File: src/rtl/mux4_rr_arbiter_pkg.sv
// Shared constants and types for the 4-input round-robin write arbiter.
// Lane encodings are shared with the muxed register bank.
package mux4_rr_arbiter_pkg;

  localparam int unsigned NREQ    = 4;
  localparam int unsigned SELSIZE = 2;
  localparam int unsigned CNTW    = 8;

  localparam logic [1:0] ST_IDLE    = 2'd0;
  localparam logic [1:0] ST_ISSUE   = 2'd1;
  localparam logic [1:0] ST_RECOVER = 2'd2;

  localparam logic [SELSIZE-1:0] LANE1 = 2'b00;
  localparam logic [SELSIZE-1:0] LANE2 = 2'b01;
  localparam logic [SELSIZE-1:0] LANE3 = 2'b10;
  localparam logic [SELSIZE-1:0] LANE4 = 2'b11;

  typedef enum logic [1:0] {
    S_IDLE    = ST_IDLE,
    S_ISSUE   = ST_ISSUE,
    S_RECOVER = ST_RECOVER
  } state_t;

endpackage

File: src/rtl/mux4_rr_arbiter_rr_pick4.sv
// Combinational round-robin picker: first set request strictly after ptr,
// wrapping around; the pointed-to source itself is checked last.
module rr_pick4
  import mux4_rr_arbiter_pkg::*;
(
  input  logic [NREQ-1:0]    req,
  input  logic [SELSIZE-1:0] ptr,
  output logic               any,
  output logic [SELSIZE-1:0] win
);

  logic [SELSIZE-1:0] idx;
  logic               found;

  always_comb begin
    any   = |req;
    win   = LANE1;
    found = 1'b0;
    idx   = ptr;
    for (int unsigned k = 0; k < NREQ; k++) begin
      idx = ptr + SELSIZE'(k) + SELSIZE'(1);
      if (!found && req[idx]) begin
        win   = idx;
        found = 1'b1;
      end
    end
  end

endmodule

File: config.mk
export PLATFORM = sky130hd
export DESIGN_NAME = rr_pick4
export DESIGN_NICKNAME = d
export VERILOG_FILES = /design/src/rtl/mux4_rr_arbiter_pkg.sv /design/src/rtl/mux4_rr_arbiter_rr_pick4.sv
export SDC_FILE = /design/constraint.sdc
export NUM_CORES = 1
export LEC_CHECK = 0
export ABC_AREA = 1
export CAP_MARGIN = 15
export CORE_AREA = 8 8 45 47
export DETAILED_ROUTE_END_ITERATION = 6
export DIE_AREA = 0 0 53 55
export PLACE_DENSITY_LB_ADDON = 0.08
export SETUP_SLACK_MARGIN = 0.3
export SYNTH_ARGS = -nofsm -noshare
export SYNTH_HDL_FRONTEND = slang
export SYNTH_SLANG_ARGS = --single-unit
export TNS_END_PERCENT = 20
File: constraint.sdc
create_clock -name vclk -period 1.9
set_clock_uncertainty 0.05 [all_clocks]
set_input_delay 0.38 -clock vclk [all_inputs]
set_output_delay 0.38 -clock vclk [all_outputs]
set_load 0.05 [all_outputs]
; Yosys cells after proc, flatten, opt, wreduce, memory -nomap -nowiden
; Index checks and enable logic that the tools add are counted.
[totals]
regBits = 0
elab_cells = 32
input_bits = 6
out_inout_bits = 3
[classes]
reduce_logical = 7
mux = 15
add_sub_neg = 6
n_lt_le_gt_ge = 4
[op_table]
columns = cell, n
row1 = $lt 2x3->1 const B, 4
row2 = $add 2x1->2 const B, 4
row3 = $bmux 1 s2, 4
row4 = $mux 2, 4
row5 = $mux 1, 7
row6 = $add 2x2->2 const B, 2
row7 = $reduce_or 4->1, 1
row8 = $logic_and 1x1->1, 3
row9 = $logic_not 1->1, 3

; Longest topological paths before layout
; Gate-level depths: netlist (run 1).
[depth]
word_depth = 13
mapped_depth = 10
ltp_nobuf = 9

; Least setup slack after synthesis (run 1)
; OpenSTA, ideal clock, no wires.
[synth_timing]
path_kind = input to output
start = input port ptr[0]
end = output port win[0]
arrival_ns = 1.655
slack_ns = -0.185
path_buffers = 1
t_required_ns = 1.470
path_stages = 10
path_cell_list = buf_6 -> clkinv_4 -> nand2_1 -> nand2_1 -> nand2_2 -> nand2_2 -> nand2_2 -> nor2_2 -> nor2_1 -> nor2_1
[synth_between]
elab_chain_cells = 13
word_cells_on_any_way = 27
classes_between = 6 x add/sub / 15 x mux / 6 x reduce/logical
[synth_lines]
columns = item, line
row1 = start: declaration, mux4_rr_arbiter_rr_pick4.sv:7  ; input logic [SELSIZE-1:0] ptr,
row2 = "parallel branches: the longest is 12 deep, another holds $add 2x1->2", --
row3 = $mux 2 *, mux4_rr_arbiter_rr_pick4.sv:22  ; if (!found && req[idx]) begin
row4 = end: declaration, mux4_rr_arbiter_rr_pick4.sv:9  ; output logic [SELSIZE-1:0] win
; Every way passes the cells marked *. The select of a mux whose other input is x is not followed.

; Final worst setup path (run 1)
[layout_timing]
start = input port ptr[0]
end = output port win[1]
; The elaborated chain is that of the path after synthesis.

==> flow_metrics.py, run 1 <==
metrics = {
    "status": {
        "outcome": "finished clean",
    },
    "global_route": {
        "grt.overflow.total": 0,
        "grt_max_degree": 9,
        "grt.total_usage_pct": 7.36,
        "antenna_found_initial": 0,
        "grt_pass1_wl_um": 1730,
        "grt_pass1_vias": 435,
    },
    "sta": {
        "setup_viol": 0,
        "finalCriticalPeriod_ns": 1.87,
        "worstMarginPinSlew_ns": 0.156,
        "whs_ns": 1.19,
        "hold_viol_final": 0,
        "timing.fmax_mhz": 535,
        "drv_slew": 0,
        "grt_setup_unrepaired": "yes",
        "slew_headroom_pct": 89.6,
        "finalSetupTns_ns": 0,
        "period_share_pct": 98.5,
    },
    "floorplan": {
        "io_pins": 9,
        "dieWidth_um": 53,
        "rows": 14,
        "start_util_pct": 18.7,
        "core_mm2": 0.00138,
        "die_y_um": 55,
        "die_area_mm2": 0.00292,
    },
    "layout": {
        "nClkBuffers": 0,
        "n_antenna_cell": 0,
        "drive_gt1_share_pct": 78.2,
        "fin_nets": 95,
        "fillers": 125,
        "final_area_um2": 711,
        "regArea_um2": 0,
        "area_growth_pct": 174,
        "utilization_pct": 51.4,
        "nFlopsAndLatches": 0,
    },
    "detailed_routing": {
        "ant_nets": 0,
        "dr.pass1.iters": 4,
        "wirelength_um": 1040,
        "dr_total_vias": 447,
        "viasPerCell": 4.34,
        "drtIter0Drc": 5,
        "routedWlPerCell_um": 10.1,
        "drc": 0,
        "m1WireLength_um": 415,
        "routed-wl-met3_um": 22,
        "route.met2.wl_um": 602,
        "top_layer": "met3",
    },
    "synth": {
        "syn_nets": 63,
        "ys_top_cells_by_area": "nand2_1 41%, nand2_2 17%, nand3_1 7.7%",
        "synth_top_area_share_pct": 40.6,
        "synth_top_cell_by_area": "nand2_1",
        "synth_area_per_cell_um2": 4.54,
        "synth_cell_type_count": 12,
        "synthCells": 57,
        "ys_seq_area_share_pct": 0,
        "yosys_warnings": 0,
        "synthesis.area_um2": 259,
    },
    "critical_path": {
        "worstPathArrival_ns": 1.44,
        "crit_path_top_delay_cell": "buf_12",
        "max_stage_delay_ns": 0.14,
        "cp_top_family": "simple AND/OR/NAND/NOR gates",
        "cp_max_fo": 8,
        "path_cells": "buf_6 -> buf_12 -> clkinv_8 -> nand2_4 -> nand2_4 -> nand2_2 -> nand2_4 -> nand2_2 -> nor2_4 -> nand2_1 -> nand3_2 -> buf_12",
        "critPathCaptureType": "output port",
        "crit_required_ns": 1.47,
        "cpMostUsedCell": "nand2_4",
        "path_buf_inv": 4,
        "cp.depth": 12,
        "cp-start-kind": "input port",
        "crit_type": "input port to output port",
    },
    "pwr": {
        "p_per_area_mw_per_mm2": 302,
        "ir_worst_vdd_uv": 111,
        "p_leak_nw": 0.369,
        "p_total_mw": 0.214,
    },
    "hold_path": {
        "hold_class": "input port to output port",
        "holdPathStages": 4,
    },
    "clocking": {
        "hold_buffers": 0,
    },
    "placement": {
        "dpl_cell_area_um2": 465,
        "hpwl_um": 633,
        "gp_congestion": 0.732,
        "port_buffers": 9,
    },
    "flow_run": {
        "max-cap-violations": 0,
    },
}
==> worst paths after layout <==
| path | start | endpoint | slack (ns) |
|---|---|---|---|
| worst min-delay path | ptr[1] | win[1] | 1.19 |
| worst max-delay path | ptr[0] | win[1] | 0.03 |
==> cells by family (layout without fill, tap and decap cells) <==
| family | after synthesis | in the layout | share of synthesized area, % |
|---|---|---|---|
| AOI/OAI and AO/OA | 2 | 2 | 3.86 |
| buffers and inverters | 8 | 38 | 16.4 |
| and+or+nand+nor | 47 | 47 | 79.7 |
==> cell usage in the layout, fill, tap and decap left out <==
cell type | netlist | routed
inv_1 | 5 | 1
nand3_2 | 0 | 1
nor2_4 | 0 | 3
clkdlybuf4s15_1 | 0 | 1
buf_6 | 1 | 5
clkinv_8 | 0 | 1
nand2_1 | 28 | 10
nand4_1 | 2 | 2
a21oi_1 | 1 | 1
nand2_4 | 0 | 8
nor2_2 | 1 | 2
nand3_1 | 4 | 3
nor2_1 | 5 | 1
o21ai_2 | 0 | 1
buf_12 | 0 | 4
inv_2 | 1 | 1
inv_4 | 0 | 3
nand2_2 | 7 | 17
buf_4 | 0 | 20
clkbuf_4 | 0 | 1
inv_6 | 0 | 1
==> Yosys cell counts, drive strengths merged <==
library cell,instances
nor2,6
nand4,2
o21ai,1
nand2,35
a21oi,1
clkinv,1
buf,1
nand3,4
inv,6
==> through the flow <==
step                      std cells  worst slack [ns]
after floorplan                  57             0.177
after global placement           88            -0.414
after detailed placement         88            -0.407
after CTS                       102            0.0108
after global routing            103           -0.0301
final                           103            0.0292
==> tightest hold or removal path, stage by stage <==
cell	delay [ns]
clkbuf_4	0.19
nand2_1	0.08
nand3_2	0.08
buf_12	0.13
==> cell type report <==
cell class	instances	area, um^2	share of cell area (%)
Tap cell	16	20.0	2.82
Inverter	7	51.3	7.22
Timing Repair Buffer	31	304	42.8
Multi-Input combinational cell	49	335	47.2
==> timing repair <==
item	4_1_cts	5_1_grt
pin swaps	15	14
resized for setup	39	28
endpoints found under the setup margin	3	3
setup buffers	14	1
==> layer usage <==
metal / vias to the layer above / global-route usage [%]
met5: - / 0
met4: 0 / 0
met1: 205 / 7.69
met3: 0 / 0
li1: 236 / -
met2: 6 / 16.4
==> power by group <==
group | internal (mW) | switching, mW
registers | 0 | 0
clock network | 0 | 0
logic | 0.105 | 0.109
(Power assumes the default switching activity.)
==> run 2: changes to the inputs <==
Settings changed: CORE_AREA 8 8 45 47 to 2 2 39 41, DIE_AREA 0 0 53 55 to 0 0 41 43.
==> run 2 against run 1 <==
Design area fell by 11%. Global-route usage rose by 5.4 points. Combinational power fell by 9.3%. Critical path type unchanged. Critical endpoint unchanged. Largest power group unchanged.
==> flow_metrics.py, run 2 (synthesis gave the netlist of run 1 again) <==
metrics = {
    "status": {
        "outcome": "finished clean",
    },
    "critical_path": {
        "crit_type": "input port to output port",
        "cpMostUsedCell": "nand2_2",
        "crit_required_ns": 1.47,
        "critPathCaptureType": "output port",
        "path_buf_inv": 4,
        "worstPathArrival_ns": 1.46,
        "cp-start-kind": "input port",
        "cp.depth": 12,
        "cp_max_fo": 8,
        "path_cells": "buf_8 -> buf_12 -> clkinv_8 -> nand2_4 -> nand2_4 -> nand2_2 -> nand2_2 -> nand2_2 -> nor2_4 -> nand2_2 -> nand3_2 -> buf_12",
        "cp_top_family": "simple AND/OR/NAND/NOR gates",
        "crit_path_top_delay_cell": "nor2_4",
        "max_stage_delay_ns": 0.15,
    },
    "sta": {
        "period_share_pct": 99.3,
        "worstMarginPinSlew_ns": 0.191,
        "drv_slew": 0,
        "setup_slack_ns": 0.0141,
        "timing.fmax_mhz": 530,
        "finalCriticalPeriod_ns": 1.89,
        "grt_setup_unrepaired": "yes",
        "hold_viol_final": 0,
        "slew_headroom_pct": 87.2,
        "setup_viol": 0,
    },
    "detailed_routing": {
        "ant_nets": 0,
        "wirelength_um": 935,
        "drc": 0,
        "dr_total_vias": 428,
        "viasPerCell": 4.51,
        "routedWlPerCell_um": 9.84,
        "drtIter0Drc": 2,
        "dr.pass1.iters": 4,
    },
    "floorplan": {
        "io_pins": 9,
        "core_mm2": 0.00138,
        "die_area_mm2": 0.00176,
        "rows": 14,
        "start_util_pct": 18.7,
        "dieWidth_um": 41,
        "die_y_um": 43,
    },
    "layout": {
        "regArea_um2": 0,
        "fin_nets": 87,
        "final_area_um2": 631,
        "n_antenna_cell": 0,
        "drive_gt1_share_pct": 77.2,
        "layout_commonest_cell": "nand2_2",
        "nClkBuffers": 0,
        "nFlopsAndLatches": 0,
        "final_cell_mix": "17 x nand2_2, 12 x buf_4, 10 x nand2_4",
        "area_growth_pct": 143,
    },
    "clocking": {
        "hold_buffers": 0,
    },
    "placement": {
        "dpl_cell_area_um2": 468,
        "place_ws_ns": -0.402,
        "hpwl_um": 624,
        "port_buffers": 9,
        "gp_congestion": 0.745,
    },
    "global_route": {
        "grt_max_degree": 9,
        "grt_pass1_wl_um": 1640,
        "grt_pass1_vias": 421,
        "grt.total_usage_pct": 12.8,
        "antenna_found_initial": 0,
        "grt.overflow.total": 0,
    },
    "flow_run": {
        "max-cap-violations": 0,
    },
    "hold_path": {
        "holdPathStages": 5,
        "hold_class": "input port to output port",
    },
    "pwr": {
        "p_leak_nw": 0.336,
        "ir_worst_vdd_uv": 103,
        "p_per_area_mw_per_mm2": 308,
    },
}
run 2: final timing paths:
kind    from      to  slack, ns
max   ptr[0]  win[1]       0.01
min   req[3]     any       1.26
run 2: metal layers:
metal	global-route usage [%]	wire length, um	up-vias
met2	21.3	518	10
met1	17.1	371	196
met4	4.00	15	0
met3	0	30	2
li1	-	-	220
met5	0	0	-
run 2: report_power, final:
part / internal, mW / switching, mW
Combinational: 0.0884 / 0.106
Sequential: 0 / 0
Clock: 0 / 0
run 2: layout make-up:
type                            count  area [um^2]
Inverter                            7         43.8
Fill cell                         145          753
Tap cell                           16         20.0
Timing Repair Buffer               23          221
Multi-Input combinational cell     49          345
run 2: tightest hold or removal path, cell delays in order:
cell	delay, ns
clkbuf_2	0.11
inv_2	0.05
buf_4	0.12
nand4_1	0.12
buf_12	0.15
run 2: stage by stage:
stage / hold slack (ns) / setup TNS [ns] / instances / total power [mW] / utilization [%]
floorplan: 0.962 / 0 / 57 / 0.0812 / -
global placement: 1.62 / -0.796 / 90 / 0.149 / 33.8
detailed placement: 1.62 / -0.758 / 90 / 0.147 / 33.8
CTS: 1.29 / 0 / 95 / 0.189 / 45.7
global route: 1.30 / -0.0842 / 95 / 0.209 / 45.6
finish: 1.26 / 0 / 95 / 0.194 / 45.6
run 2: timing repair:
item | 4_1_cts | 5_1_grt
gates resized for setup | 57 | 10
setup endpoints to repair | 3 | 3
pin swaps | 16 | 11
setup buffers | 5 | 0
